$ cat config.mk
export PLATFORM = sky130hd
export DESIGN_NAME = dc_motor_pwm_bank
export DESIGN_NICKNAME = d
export VERILOG_FILES = /design/src/rtl/dc_motor_pkg.sv /design/src/rtl/dc_motor_pwm_channel.sv /design/src/rtl/dc_motor_pwm_bank.sv
export SDC_FILE = /design/constraint.sdc
export NUM_CORES = 1
export LEC_CHECK = 0
export BUFFER_PORTS_ARGS = -buffer_cell sky130_fd_sc_hd__buf_2
export CORE_AREA = 5 5 229 231
export DETAILED_ROUTE_END_ITERATION = 7
export DIE_AREA = 0 0 234 236
export PLACE_DENSITY = 0.62
export SYNTH_ARGS = -nofsm -noshare
export SYNTH_HDL_FRONTEND = slang
export SYNTH_SLANG_ARGS = --single-unit
$ cat constraint.sdc
create_clock -name clk -period 6.1 [get_ports clk]
set_clock_uncertainty 0.15 [all_clocks]
set_input_delay 0.305 -clock clk [delete_from_list [all_inputs] [get_ports clk]]
set_output_delay 0.305 -clock clk [all_outputs]
set_load 0.01 [all_outputs]
$ cat src/rtl/dc_motor_pkg.sv
// Shared types and constants for the DC motor PWM bank.
//   motor_state_t : per-channel bridge state (COAST / RUN / DEAD)
//   ILIM_OFF/FULL : current-level codes driven on {I1,I0}
package dc_motor_pkg;

  typedef enum logic [1:0] {
    ST_COAST = 2'd0,
    ST_RUN   = 2'd1,
    ST_DEAD  = 2'd2
  } motor_state_t;

  localparam logic [1:0] ILIM_OFF  = 2'b00;
  localparam logic [1:0] ILIM_FULL = 2'b11;

endpackage

$ cat src/rtl/dc_motor_pwm_channel.sv
// One motor channel: staged/active config, PWM counter, COAST/RUN/DEAD FSM
// and registered driver pins.
//
// state    | meaning
// ---------+-------------------------------------------------------------
// COAST    | bridge off, counter held at 0, config commits every cycle
// RUN      | PWM running; config commits at the last count of a period
// DEAD     | bridge off for max(deadtime,1) cycles before phase flips
//
// Ports:
//   clk, rst         clock, synchronous active-high reset
//   we               write strobe for this channel's staged config
//   cfg_duty/period  staged duty and period (period 0 disables)
//   cfg_dir/ilim     staged direction and on-time current level
//   deadtime         dead-time length, sampled on entry to DEAD
//   coast            immediate coast request (level)
//   pin_i0/i1/phase  registered driver pins
//   period_start     high in the cycle the counter restarts at 0 in RUN
//   reversing        registered DEAD indicator, aligned with the pins
module dc_motor_pwm_channel
  import dc_motor_pkg::*;
#(
  parameter int CNT_W = 16,
  parameter int DT_W  = 8
) (
  input  logic             clk,
  input  logic             rst,
  input  logic             we,
  input  logic [CNT_W-1:0] cfg_duty,
  input  logic [CNT_W-1:0] cfg_period,
  input  logic             cfg_dir,
  input  logic [1:0]       cfg_ilim,
  input  logic [DT_W-1:0]  deadtime,
  input  logic             coast,
  output logic             pin_i0,
  output logic             pin_i1,
  output logic             pin_phase,
  output logic             period_start,
  output logic             reversing
);

  motor_state_t     state, state_nxt;
  logic [CNT_W-1:0] cnt, cnt_nxt;
  logic [CNT_W-1:0] stg_duty, stg_period, act_duty, act_period;
  logic             stg_dir, act_dir, phase;
  logic [1:0]       stg_ilim, act_ilim;
  logic [DT_W-1:0]  dt_cnt;

  // Staged view including a write landing this cycle, so a write that
  // coincides with a commit is the value that gets committed.
  logic [CNT_W-1:0] new_duty, new_period;
  logic             new_dir;
  logic [1:0]       new_ilim;

  logic             at_end, commit, dt_done, pwm_on;
  logic [CNT_W-1:0] eff_period;
  logic             eff_dir;
  logic [1:0]       ilim_nxt;

  always_comb begin
    new_duty   = we ? cfg_duty   : stg_duty;
    new_period = we ? cfg_period : stg_period;
    new_dir    = we ? cfg_dir    : stg_dir;
    new_ilim   = we ? cfg_ilim   : stg_ilim;
  end

  assign at_end     = (cnt == act_period - CNT_W'(1));
  assign commit     = (state == ST_COAST) || ((state == ST_RUN) && at_end);
  assign eff_period = commit ? new_period : act_period;
  assign eff_dir    = commit ? new_dir    : act_dir;
  // Exit DEAD at 1 (not 0) so deadtime N gives N cycles; 0 still gives one.
  assign dt_done    = (dt_cnt <= DT_W'(1));

  // Next-state logic
  always_comb begin
    state_nxt = state;
    if (coast) begin
      state_nxt = ST_COAST;
    end else begin
      unique case (state)
        ST_COAST: begin
          if (eff_period != '0)
            state_nxt = (eff_dir != phase) ? ST_DEAD : ST_RUN;
        end
        ST_RUN: begin
          if (commit) begin
            if (eff_period == '0)      state_nxt = ST_COAST;
            else if (eff_dir != phase) state_nxt = ST_DEAD;
          end
        end
        ST_DEAD: begin
          if (dt_done) state_nxt = ST_RUN;
        end
        default: state_nxt = ST_COAST;
      endcase
    end
  end

  // Output / datapath next values. The on-decision uses the pre-commit
  // duty, so the period that is ending finishes with its own settings.
  always_comb begin
    cnt_nxt = '0;
    if ((state == ST_RUN) && (state_nxt == ST_RUN) && !at_end)
      cnt_nxt = cnt + CNT_W'(1);
    pwm_on   = (state == ST_RUN) && !coast && (cnt < act_duty);
    ilim_nxt = pwm_on ? act_ilim : ILIM_OFF;
  end

  // State and output registers
  always_ff @(posedge clk) begin
    if (rst) begin
      state        <= ST_COAST;
      cnt          <= '0;
      stg_duty     <= '0;
      stg_period   <= '0;
      stg_dir      <= 1'b0;
      stg_ilim     <= ILIM_OFF;
      act_duty     <= '0;
      act_period   <= '0;
      act_dir      <= 1'b0;
      act_ilim     <= ILIM_OFF;
      phase        <= 1'b0;
      dt_cnt       <= '0;
      pin_i0       <= 1'b0;
      pin_i1       <= 1'b0;
      pin_phase    <= 1'b0;
      period_start <= 1'b0;
      reversing    <= 1'b0;
    end else begin
      state      <= state_nxt;
      cnt        <= cnt_nxt;
      stg_duty   <= new_duty;
      stg_period <= new_period;
      stg_dir    <= new_dir;
      stg_ilim   <= new_ilim;
      if (commit) begin
        act_duty   <= new_duty;
        act_period <= new_period;
        act_dir    <= new_dir;
        act_ilim   <= new_ilim;
      end
      if ((state_nxt == ST_DEAD) && (state != ST_DEAD))
        dt_cnt <= deadtime;
      else if ((state == ST_DEAD) && !dt_done)
        dt_cnt <= dt_cnt - DT_W'(1);
      if ((state == ST_DEAD) && (state_nxt == ST_RUN))
        phase <= act_dir;
      {pin_i1, pin_i0} <= ilim_nxt;
      pin_phase        <= phase;
      period_start     <= (state_nxt == ST_RUN) && (cnt_nxt == '0);
      reversing        <= (state == ST_DEAD);
    end
  end

endmodule

$ cat src/rtl/dc_motor_pwm_bank.sv
// Multi-channel DC motor PWM generator: decodes configuration writes to
// one channel and instantiates CHANNELS independent channel engines.
//
// Ports:
//   clk, rst              clock, synchronous active-high reset
//   cfg_we/cfg_ch         config write strobe and target channel
//   cfg_duty/period/dir/ilim  staged config values for the write
//   deadtime              global dead-time length
//   coast                 per-channel immediate coast
//   out_I0/out_I1/out_phase   per-channel driver pins
//   period_start          per-channel period restart pulse
//   reversing             per-channel dead-time indicator
module dc_motor_pwm_bank
  import dc_motor_pkg::*;
#(
  parameter int  CHANNELS = 4,
  parameter int  CNT_W    = 16,
  parameter int  DT_W     = 8,
  localparam int CH_W     = (CHANNELS > 1) ? $clog2(CHANNELS) : 1
) (
  input  logic                clk,
  input  logic                rst,
  input  logic                cfg_we,
  input  logic [CH_W-1:0]     cfg_ch,
  input  logic [CNT_W-1:0]    cfg_duty,
  input  logic [CNT_W-1:0]    cfg_period,
  input  logic                cfg_dir,
  input  logic [1:0]          cfg_ilim,
  input  logic [DT_W-1:0]     deadtime,
  input  logic [CHANNELS-1:0] coast,
  output logic [CHANNELS-1:0] out_I0,
  output logic [CHANNELS-1:0] out_I1,
  output logic [CHANNELS-1:0] out_phase,
  output logic [CHANNELS-1:0] period_start,
  output logic [CHANNELS-1:0] reversing
);

  for (genvar g = 0; g < CHANNELS; g++) begin : g_ch
    logic ch_we;
    // Channel numbers past CHANNELS-1 match no instance and are dropped.
    assign ch_we = cfg_we && (cfg_ch == CH_W'(g));

    dc_motor_pwm_channel #(
      .CNT_W (CNT_W),
      .DT_W  (DT_W)
    ) u_ch (
      .clk          (clk),
      .rst          (rst),
      .we           (ch_we),
      .cfg_duty     (cfg_duty),
      .cfg_period   (cfg_period),
      .cfg_dir      (cfg_dir),
      .cfg_ilim     (cfg_ilim),
      .deadtime     (deadtime),
      .coast        (coast[g]),
      .pin_i0       (out_I0[g]),
      .pin_i1       (out_I1[g]),
      .pin_phase    (out_phase[g]),
      .period_start (period_start[g]),
      .reversing    (reversing[g])
    );
  end

endmodule
# Word level (Yosys, flattened, before mapping)
# Index checks and enable logic that the tools add are counted.
# Widths: inputs -> output; s select.
[op_classes]
add_sub_neg = 12
order_cmp = 8
eq_ne = 31
n_mux = 68
bitwise = 4
n_reduce_logical = 81
[ops]
columns = ["op", "count"]
rows = [
  ["$mux 16", 16],
  ["$logic_not 16->1", 8],
  ["$add 16x1->16 const B", 4],
  ["$eq 16x16->1", 4],
  ["$lt 16x16->1", 4],
  ["$mux 2", 32],
  ["$mux 8", 8],
  ["$reduce_bool 16->1", 4],
  ["$sub 16x1->16 const B", 4],
  ["$logic_and 1x1->1", 40],
  ["$le 8x1->1 const B", 4],
  ["$sub 8x1->8 const B", 4],
  ["$pmux 2 s3", 4],
  ["$eq 2x2->1 const B", 10],
  ["$eq 2x1->1 const B", 9],
  ["$logic_not 1->1", 12],
  ["$logic_not 2->1", 5],
  ["$mux 1", 8],
  ["$ne 2x2->1 const B", 4],
  ["$reduce_bool 2->1", 4],
  ["$reduce_or 2->1", 4],
  ["$logic_or 1x1->1", 4],
  ["$ne 1x1->1", 4],
  ["$not 1->1", 4],
]
[word_totals]
reg_bits = 408
elab_cells = 272

# Depth between registers and ports, before layout
# Gate-level depths: netlist of run 1.
[depth]
word_depth = 17
mapped_depth = 13
ltp_nobuf = 10

# By module
# Synthesis of run 1 repeated with hierarchy kept, for this count alone.
[unflattened]
cells_unflattened = 2310
hier_area_um2 = 20657.3
[by_module_without_submodules]
columns = ["module", "n_inst", "cells_per_inst", "area_each_um2", "seq_area_each_um2"]
rows = [
  ["dc_motor_pwm_channel (g_ch[1].u_ch ...)", 2, 568, 5041.1, 2042.0],
  ["dc_motor_pwm_channel (g_ch[0].u_ch)", 1, 597, 5439.0, 2042.0],
  ["dc_motor_pwm_channel (g_ch[3].u_ch)", 1, 573, 5098.6, 2042.0],
  ["dc_motor_pwm_bank", 1, 4, 37.5, 0.0],
]

# Least setup slack after synthesis of run 1
# No wires, ideal clock.
[synth_path]
path_kind = "register -> register"
from = "register g_ch[2].u_ch.act_period[0]"
to = "register g_ch[2].u_ch.dt_cnt[7]"
arrival_time_ns = 3.098
setup_slack_ns = 2.712
stages_incl_launch_ff = 13
cell_sequence = "dfxtp_1 -> inv_1 -> ha_1 -> or4b_1 -> clkbuf_2 -> or4_4 -> nand4bb_1 -> a31oi_1 -> o221ai_2 -> o31ai_4 -> buf_6 -> nor4b_2 -> a211oi_1"
[synth_via]
elab_chain_len = 14
word_cells_on_any_way = 20
cone_classes = "add/sub (1); eq/ne (3); mux (10); reduce/logical (6)"
[synth_rtl]
columns = ["element", "line", "rtl"]
rows = [
  ["from (decl)", "dc_motor_pwm_channel.sv:44", "logic [CNT_W-1:0] stg_duty, stg_period, act_duty, act_period;"],
  ["from (signal assigned)", "dc_motor_pwm_channel.sv:138", "act_period <= new_period;"],
  ["$sub 16x1->16", "dc_motor_pwm_channel.sv:67", "assign at_end = (cnt == act_period - CNT_W'(1));"],
  ["$eq 16x16->1", "dc_motor_pwm_channel.sv:67", ""],
  ["$logic_and 1x1->1", "dc_motor_pwm_channel.sv:68", "assign commit = (state == ST_COAST) || ((state == ST_RUN) && at_end);"],
  ["$logic_or 1x1->1", "dc_motor_pwm_channel.sv:68", ""],
  ["$mux 1", "-", ""],
  ["$ne 1x1->1", "dc_motor_pwm_channel.sv:83, dc_motor_pwm_channel.sv:88", ""],
  ["$mux 2", "dc_motor_pwm_channel.sv:88", "else if (eff_dir != phase) state_nxt = ST_DEAD;"],
  ["$mux 2", "dc_motor_pwm_channel.sv:87", "if (eff_period == '0) state_nxt = ST_COAST;"],
  ["$mux 2", "dc_motor_pwm_channel.sv:86", "if (commit) begin"],
  ["$pmux 2 s3 (*)", "dc_motor_pwm_channel.sv:80", "unique case (state)"],
  ["$mux 2 (*)", "dc_motor_pwm_channel.sv:77", "if (coast) begin"],
  ["$eq 2x2->1 (*)", "dc_motor_pwm_channel.sv:142", "if ((state_nxt == ST_DEAD) && (state != ST_DEAD))"],
  ["$logic_and 1x1->1 (*)", "dc_motor_pwm_channel.sv:142", ""],
  ["$mux 8 or $reduce_bool 2->1 (tied branches)", "-", ""],
  ["to (signal assigned)", "dc_motor_pwm_channel.sv:143", "dt_cnt <= deadtime;"],
  ["to (signal assigned)", "dc_motor_pwm_channel.sv:145", "dt_cnt <= dt_cnt - DT_W'(1);"],
  ["to (decl)", "dc_motor_pwm_channel.sv:47", "logic [DT_W-1:0] dt_cnt;"],
]
# Mark *: on every way between the ends. The rest lies on a longest branch, timed or not.
# A chain may end at the register's enable or synchronous reset.

# Worst setup path in the final report of run 1
[layout_path]
from = "register g_ch[3].u_ch.act_period[0]"
to = "register g_ch[3].u_ch.cnt[8]"
[layout_via]
elab_chain_len = 15
word_cells_on_any_way = 21
cone_classes = "add/sub (1); eq/ne (3); mux (10); reduce/logical (7)"
[layout_rtl]
columns = ["element", "line", "rtl"]
rows = [
  ["from (decl)", "dc_motor_pwm_channel.sv:44", ""],
  ["from (signal assigned)", "dc_motor_pwm_channel.sv:138", ""],
  ["$sub 16x1->16", "dc_motor_pwm_channel.sv:67", ""],
  ["$eq 16x16->1", "dc_motor_pwm_channel.sv:67", ""],
  ["$logic_and 1x1->1", "dc_motor_pwm_channel.sv:68", ""],
  ["$logic_or 1x1->1", "dc_motor_pwm_channel.sv:68", ""],
  ["$mux 1", "-", ""],
  ["$ne 1x1->1", "dc_motor_pwm_channel.sv:83, dc_motor_pwm_channel.sv:88", ""],
  ["$mux 2", "dc_motor_pwm_channel.sv:88", ""],
  ["$mux 2", "dc_motor_pwm_channel.sv:87", ""],
  ["$mux 2", "dc_motor_pwm_channel.sv:86", ""],
  ["$pmux 2 s3", "dc_motor_pwm_channel.sv:80", ""],
  ["$mux 2", "dc_motor_pwm_channel.sv:77", ""],
  ["$eq 2x1->1", "dc_motor_pwm_channel.sv:103", "if ((state == ST_RUN) && (state_nxt == ST_RUN) && !at_end)"],
  ["$logic_and 1x1->1", "dc_motor_pwm_channel.sv:103", ""],
  ["$logic_and 1x1->1 (*)", "dc_motor_pwm_channel.sv:103", ""],
  ["$mux 16 (*)", "dc_motor_pwm_channel.sv:103", ""],
  ["to (signal assigned)", "dc_motor_pwm_channel.sv:131", "cnt <= cnt_nxt;"],
  ["to (decl)", "dc_motor_pwm_channel.sv:43", "logic [CNT_W-1:0] cnt, cnt_nxt;"],
]
# Marks and branches as above.

==> flow_summary.ini, run 1 <==
[sta]
rsz0062_at_grt = false
drv_slew = 0
finalSetupViolations = 0
min_period_over_period_pct = 69.5
slew_headroom_pct = 15.3
max_freq_mhz = 236
worstMarginPinSlew_ns = 1.26
hold_violations = 0
min_period_ns = 4.24
tns_ns = 0

[floorplanning]
io_pins = 72
die_area_um2 = 55200
die_w_um = 234
start_util_pct = 41.8
coreArea_um2 = 49900
rows = 82
die_h_um = 236

[hold_path]
hp-class = in2reg

[status]
status = completed

[global_route]
grt_pass1_wl_mm = 89.4
grt_max_degree = 102
grt_pass1_vias = 16285
antenna_found_initial = 3
globalRouteTotalUtil_pct = 20.0
grt-ovfl-total = 0

[finish]
drive_gt1_share_pct = 11.8
finalNonFillerCells = 3046
areaGrowthSynthToFinish_pct = 10.1
nets = 2469
layout_commonest_cell = dfxtp_1
regArea_um2 = 8170
nFillCells = 4864
multi_input_area_um2 = 11500
layout.cells.most_common_list = 408 x dfxtp_1, 285 x nor2_1, 213 x nor3_1

[clocking]
clk_path_buf_depth = 3
clk_latency_ns = 0.57
cts_root_buffer = clkbuf_16
htree_levels = 2
clkSinkCount = 408
numCtsBuffers = 44
ctsResizeCount = 0
cts_tree = built
path_clk_slew_ns = 0.06

[yosys]
synth_nets = 2504
synth_seq_cells = 408
synth_edf_count = 0
netlist_instances = 2376
ys_types = 77
syn_area_um2 = 20800
ys_warn_count = 0
synth.avg_cell_area_um2 = 8.77
synth-seq-area-share_pct = 39.2
ys_async_sr_fraction_pct = 0
synthFlopType = dfxtp_1

[worst_setup_path]
path_max_fanout = 24
cp.arrival_ns = 4.53
crit_type = reg2reg
critPathRequiredTime_ns = 6.39
critPathCaptureType = flip-flop
cp-start-kind = flip-flop

[detailed_routing]
vias = 16993
postRouteAntennaNets = 0
viasPerCell = 5.58
drtIter0Drc = 1238
drc_errors = 0
wl_mm = 56.4
wl_per_cell_um = 18.5
dr.pass1.iters = 5

[power_and_ir_drop]
vdd_drop_max_uv = 169
power_density_nw_per_um2 = 297
leakagePower_nw = 9.05

[placement]
port_buffers = 71
gp_congestion = 0.890
dp_hpwl_mm = 39.5
dp_cells = 2956

[flow_run]
drv_cap = 0
[synth_stat cells, drive strengths merged (6+ instances only)]
| cell type | number | area (um2) |
|---|---|---|
| dfxtp | 408 | 8170 |
| nor2 | 286 | 1070 |
| nor3 | 214 | 1080 |
| clkbuf | 135 | 508 |
| a21oi | 106 | 531 |
| inv | 99 | 372 |
| a211oi | 95 | 813 |
| mux2i | 90 | 901 |
| xnor2 | 89 | 780 |
| xor2 | 82 | 718 |
| ha | 76 | 951 |
| and2 | 72 | 450 |
| mux2 | 71 | 800 |
| nand3 | 67 | 348 |
| nand2 | 65 | 244 |
| buf | 47 | 354 |
| nor4 | 45 | 303 |
| o21ai | 31 | 155 |
| nand4 | 30 | 188 |
| a21o | 25 | 188 |
| and3 | 21 | 131 |
| a31oi | 18 | 113 |
| nor4b | 15 | 163 |
| or3 | 15 | 93.8 |
| or4 | 15 | 116 |
| nor2b | 14 | 87.6 |
| nand2b | 13 | 81.3 |
| o211ai | 12 | 90.1 |
| nand3b | 11 | 82.6 |
| or2 | 10 | 62.6 |
| o2111ai | 9 | 78.8 |
| nand4b | 8 | 70.1 |
| nor3b | 8 | 60.1 |
| o31ai | 6 | 72.6 |
[cell type report]
type | instances | share of cell area [%]
inverter | 99 | 1.62
multi-input combinational | 1687 | 49.9
clock inverter | 14 | 0.889
clock buffer | 63 | 5.55
antenna | 2 | 0.0218
timing repair buffer | 101 | 2.69
sequential | 408 | 35.6
tap | 672 | 3.67
[layer usage]
metal | track usage (%) | up-vias | routed length, um
met1 | 26.2 | 8173 | 25100
met4 | 8.24 | 2 | 2670
li1 | - | 8314 | -
met2 | 32.6 | 394 | 25800
met5 | 0 | - | 13
met3 | 3.40 | 110 | 2760
[power by group]
group	switching, mW	internal, mW
Clock	1.09	1.66
Combinational	0.665	0.454
Sequential	0.131	2.81
[cell families after synthesis]
logic type | share of synthesized area [%]
xor+xnor | 7.19
flops | 39.2
mux | 8.16
compound gates | 12.1
simple gates | 22.8
fa+ha+maj | 4.56
buf+inv | 5.92
[timing repair]
action	in CTS	in global routing
hold buffers	11	0
endpoints found under the hold margin	20	0
buffers inserted	0	0
[worst max-delay path, cell delays in order (launching register included)]
cell       delay [ns]
dfxtp_1          0.35
inv_1            0.07
ha_1             0.20
nor4b_1          0.69
nand3_1          0.19
a2111oi_0        0.50
o2111ai_1        0.25
o21ai_2          0.70
buf_4            0.40
or3_1            0.49
nor2_1           0.10
[path summary, 6_finish.rpt]
| kind | startpoint | to | slack [ns] | cells past startpoint |
|---|---|---|---|---|
| min | cfg_duty[15] | g_ch[0].u_ch.stg_duty[15] | 0.03 | 3 |
| max reg2reg | g_ch[3].u_ch.act_period[0] | g_ch[3].u_ch.cnt[8] | 1.86 | 10 |
| min reg2reg | g_ch[2].u_ch.act_ilim[0] | g_ch[2].u_ch.pin_i0 | 0.32 | 2 |
| max | g_ch[3].u_ch.act_period[0] | g_ch[3].u_ch.cnt[8] | 1.86 | 10 |
[flip-flops by register name, summed over array words and instances (netlist names), 8 cells and up]
| name | flops |
|---|---|
| g_ch.u_ch.act_duty | 64 |
| g_ch.u_ch.act_ilim | 8 |
| g_ch.u_ch.act_period | 64 |
| g_ch.u_ch.cnt | 64 |
| g_ch.u_ch.dt_cnt | 32 |
| g_ch.u_ch.state | 8 |
| g_ch.u_ch.stg_duty | 64 |
| g_ch.u_ch.stg_ilim | 8 |
| g_ch.u_ch.stg_period | 64 |
[metrics by stage]
| step | instance area (um2) | power, mW | util, % | hold slack, ns | worst slack [ns] |
|---|---|---|---|---|---|
| after floorplan | 20800 | 3.83 | - | 0.234 | 2.71 |
| after CTS | 22900 | 6.87 | 46.0 | 0.00679 | 1.90 |
| after global placement | 21300 | 4.07 | 42.8 | 0.292 | 2.17 |
| after global routing | 22900 | 7.13 | 46.0 | 0.0206 | 1.50 |
| after detailed placement | 21300 | 4.10 | 42.8 | 0.304 | 1.93 |
| final | 22900 | 6.81 | 46.0 | 0.0256 | 1.86 |
(Power assumes the default switching activity.)
==> run 2: changes to the inputs <==
--- a/config.mk
+++ b/config.mk
@@ -9,7 +9,7 @@
 export CORE_AREA = 5 5 229 231
 export DETAILED_ROUTE_END_ITERATION = 7
 export DIE_AREA = 0 0 234 236
-export PLACE_DENSITY = 0.62
+export PLACE_DENSITY = 0.65
 export SYNTH_ARGS = -nofsm -noshare
 export SYNTH_HDL_FRONTEND = slang
 export SYNTH_SLANG_ARGS = --single-unit
==> constraint.sdc (replaced) <==
create_clock -name clk -period 3.7 [get_ports clk]
set_clock_uncertainty 0.15 [all_clocks]
set_input_delay 0.185 -clock clk [delete_from_list [all_inputs] [get_ports clk]]
set_output_delay 0.185 -clock clk [all_outputs]
set_load 0.01 [all_outputs]
==> flow_summary.ini, run 2 (synthesized netlist as in run 1, its figures left out) <==
[sta]
max_freq_mhz = 285
tns_ns = 0
min_period_over_period_pct = 94.9
finalSetupViolations = 0
rsz0062_at_grt = false
min_period_ns = 3.51
hold_violations = 0
slew_headroom_pct = 38.2
drv_slew = 0
worstMarginPinSlew_ns = 0.904

[global_route]
met2_usage_pct = 34.2
grtUsageMet3_pct = 3.03
grt_use_met1_pct = 26.1
grt_max_degree = 103
globalRouteTotalUtil_pct = 20.3
antenna_found_initial = 0
top_usage_layer = met2
grt-ovfl-total = 0
grt_pass1_wl_mm = 91.2
grt_pass1_vias = 16775

[clocking]
cts_setup_buffers = 0
numCtsBuffers = 45
cts_tree = built
clk_path_buf_depth = 3
cts_root_buffer = clkbuf_16
htree_levels = 2
clkSinkCount = 408
clk_latency_ns = 0.58
path_clk_slew_ns = 0.06

[worst_setup_path]
r2r-start = g_ch[0].u_ch.act_period[0]
path_max_fanout = 8
critPathRequiredTime_ns = 3.99
cp.arrival_ns = 3.80
cp-start-kind = flip-flop
crit_type = reg2reg
critPathCaptureType = flip-flop
r2r_setup_slack_ns = 0.19
crit_start = g_ch[0].u_ch.act_period[0]

[detailed_routing]
drtIter0Drc = 1228
postRouteAntennaNets = 0
dr.pass1.iters = 5
drc_errors = 0
vias = 17301
viasPerCell = 5.54
wl_mm = 57.5
wl_per_cell_um = 18.4

[placement]
port_buffers = 71
gp_congestion = 0.865
dp_cells = 2986
dp_hpwl_mm = 39.9

[hold_path]
hp-start = cfg_ch[0]
hp-class = in2reg

[status]
status = completed

[finish]
diodes = 0
nets = 2544
finalNonFillerCells = 3122
layout.cells.most_common_list = 408 x dfxtp_1, 285 x nor2_1, 213 x nor3_1
layout_commonest_cell = dfxtp_1
drive_gt1_share_pct = 13.1
areaGrowthSynthToFinish_pct = 14.1

[power_and_ir_drop]
leakagePower_nw = 9.46
p_switching_mw = 3.18
p_seq_share_pct = 42.0
p_comb_share_pct = 17.0
internal_power_mw = 8.35
clockPowerShare_pct = 41.0
p_sw_share_pct = 27.6
power_density_nw_per_um2 = 485
vdd_drop_max_uv = 296

[floorplanning]
coreArea_um2 = 49900
die_h_um = 236
start_util_pct = 41.8
rows = 82
die_area_um2 = 55200
die_w_um = 234
io_pins = 72

[flow_run]
drv_cap = 0
==> run 2: changes by cell type in the layout (fill, tap and decap cells not counted), moves of 2 or more <==
cell | before | now
diode_2 | 2 | 0
dlygate4sd3_1 | 11 | 54
clkbuf_1 | 10 | 7
inv_6 | 0 | 2
clkinv_2 | 6 | 10
bufinv_16 | 5 | 7
buf_4 | 19 | 42
buf_12 | 0 | 6
==> run 2: timing repair <==
| action | in CTS | in global routing |
|---|---|---|
| gates resized for setup | 0 | 3 |
| endpoints found under the hold margin | 164 | 0 |
| hold buffers | 54 | 0 |
| endpoints found under the setup margin | 0 | 8 |
==> run 2: per-stage QoR <==
step | util [%] | instance area, um2 | hold WS [ns] | setup WS (ns) | total power [mW]
floorplan | - | 20800 | 0.114 | 0.312 | 6.31
global placement | 43.4 | 21700 | 0.292 | 0.252 | 6.76
detailed placement | 43.4 | 21700 | 0.294 | 0.192 | 6.82
CTS | 47.6 | 23800 | 0.0173 | 0.186 | 11.6
global route | 47.7 | 23800 | 0.0798 | 0.00506 | 12.1
finish | 47.7 | 23800 | 0.0531 | 0.190 | 11.5
==> run 2: path summary, 6_finish.rpt <==
kind | cells after the start | end
worst max-delay path | 9 | g_ch[0].u_ch.dt_cnt[1]
worst min-delay path | 4 | g_ch[0].u_ch.act_period[15]
worst max register to register | 9 | g_ch[0].u_ch.dt_cnt[1]
worst min register to register | 2 | g_ch[0].u_ch.pin_i1
==> run 2: area by class of cell <==
type                    instances  area (um2)
clock buffers                  60        1260
clock inverters                21         294
fillers                      4697       26100
inverters                      99         372
multi-input cells            1687       11500
flip-flops and latches        408        8170
well taps                     672         841
repair buffers                175        1380
==> run 2: worst max-delay path, stage by stage, from the launching register on <==
cell and delay (ns):
dfxtp_1 0.37, inv_1 0.08, ha_1 0.22, or4b_2 0.66
o41ai_1 0.62, a41oi_1 0.46, nor4_4 0.31, buf_4 0.24
mux2i_1 0.20, a21oi_1 0.07
==> run 2: power groups by stage <==
stage / clock [mW] / sequential, mW / combinational, mW
after detailed placement: 0 / 4.93 / 1.89
after global routing: 5.00 / 4.88 / 2.17
after floorplan: 0 / 4.85 / 1.47
final: 4.72 / 4.85 / 1.96
after global placement: 0 / 4.93 / 1.83
after CTS: 4.82 / 4.84 / 1.94
==> run 2: layer usage <==
metal | up-vias | wire [um] | share of wire [%]
met5 | - | 0 | 0
met1 | 8291 | 24800 | 43
met3 | 114 | 2780 | 4.8
li1 | 8472 | - | -
met2 | 424 | 27700 | 48
met4 | 0 | 2300 | 4.0
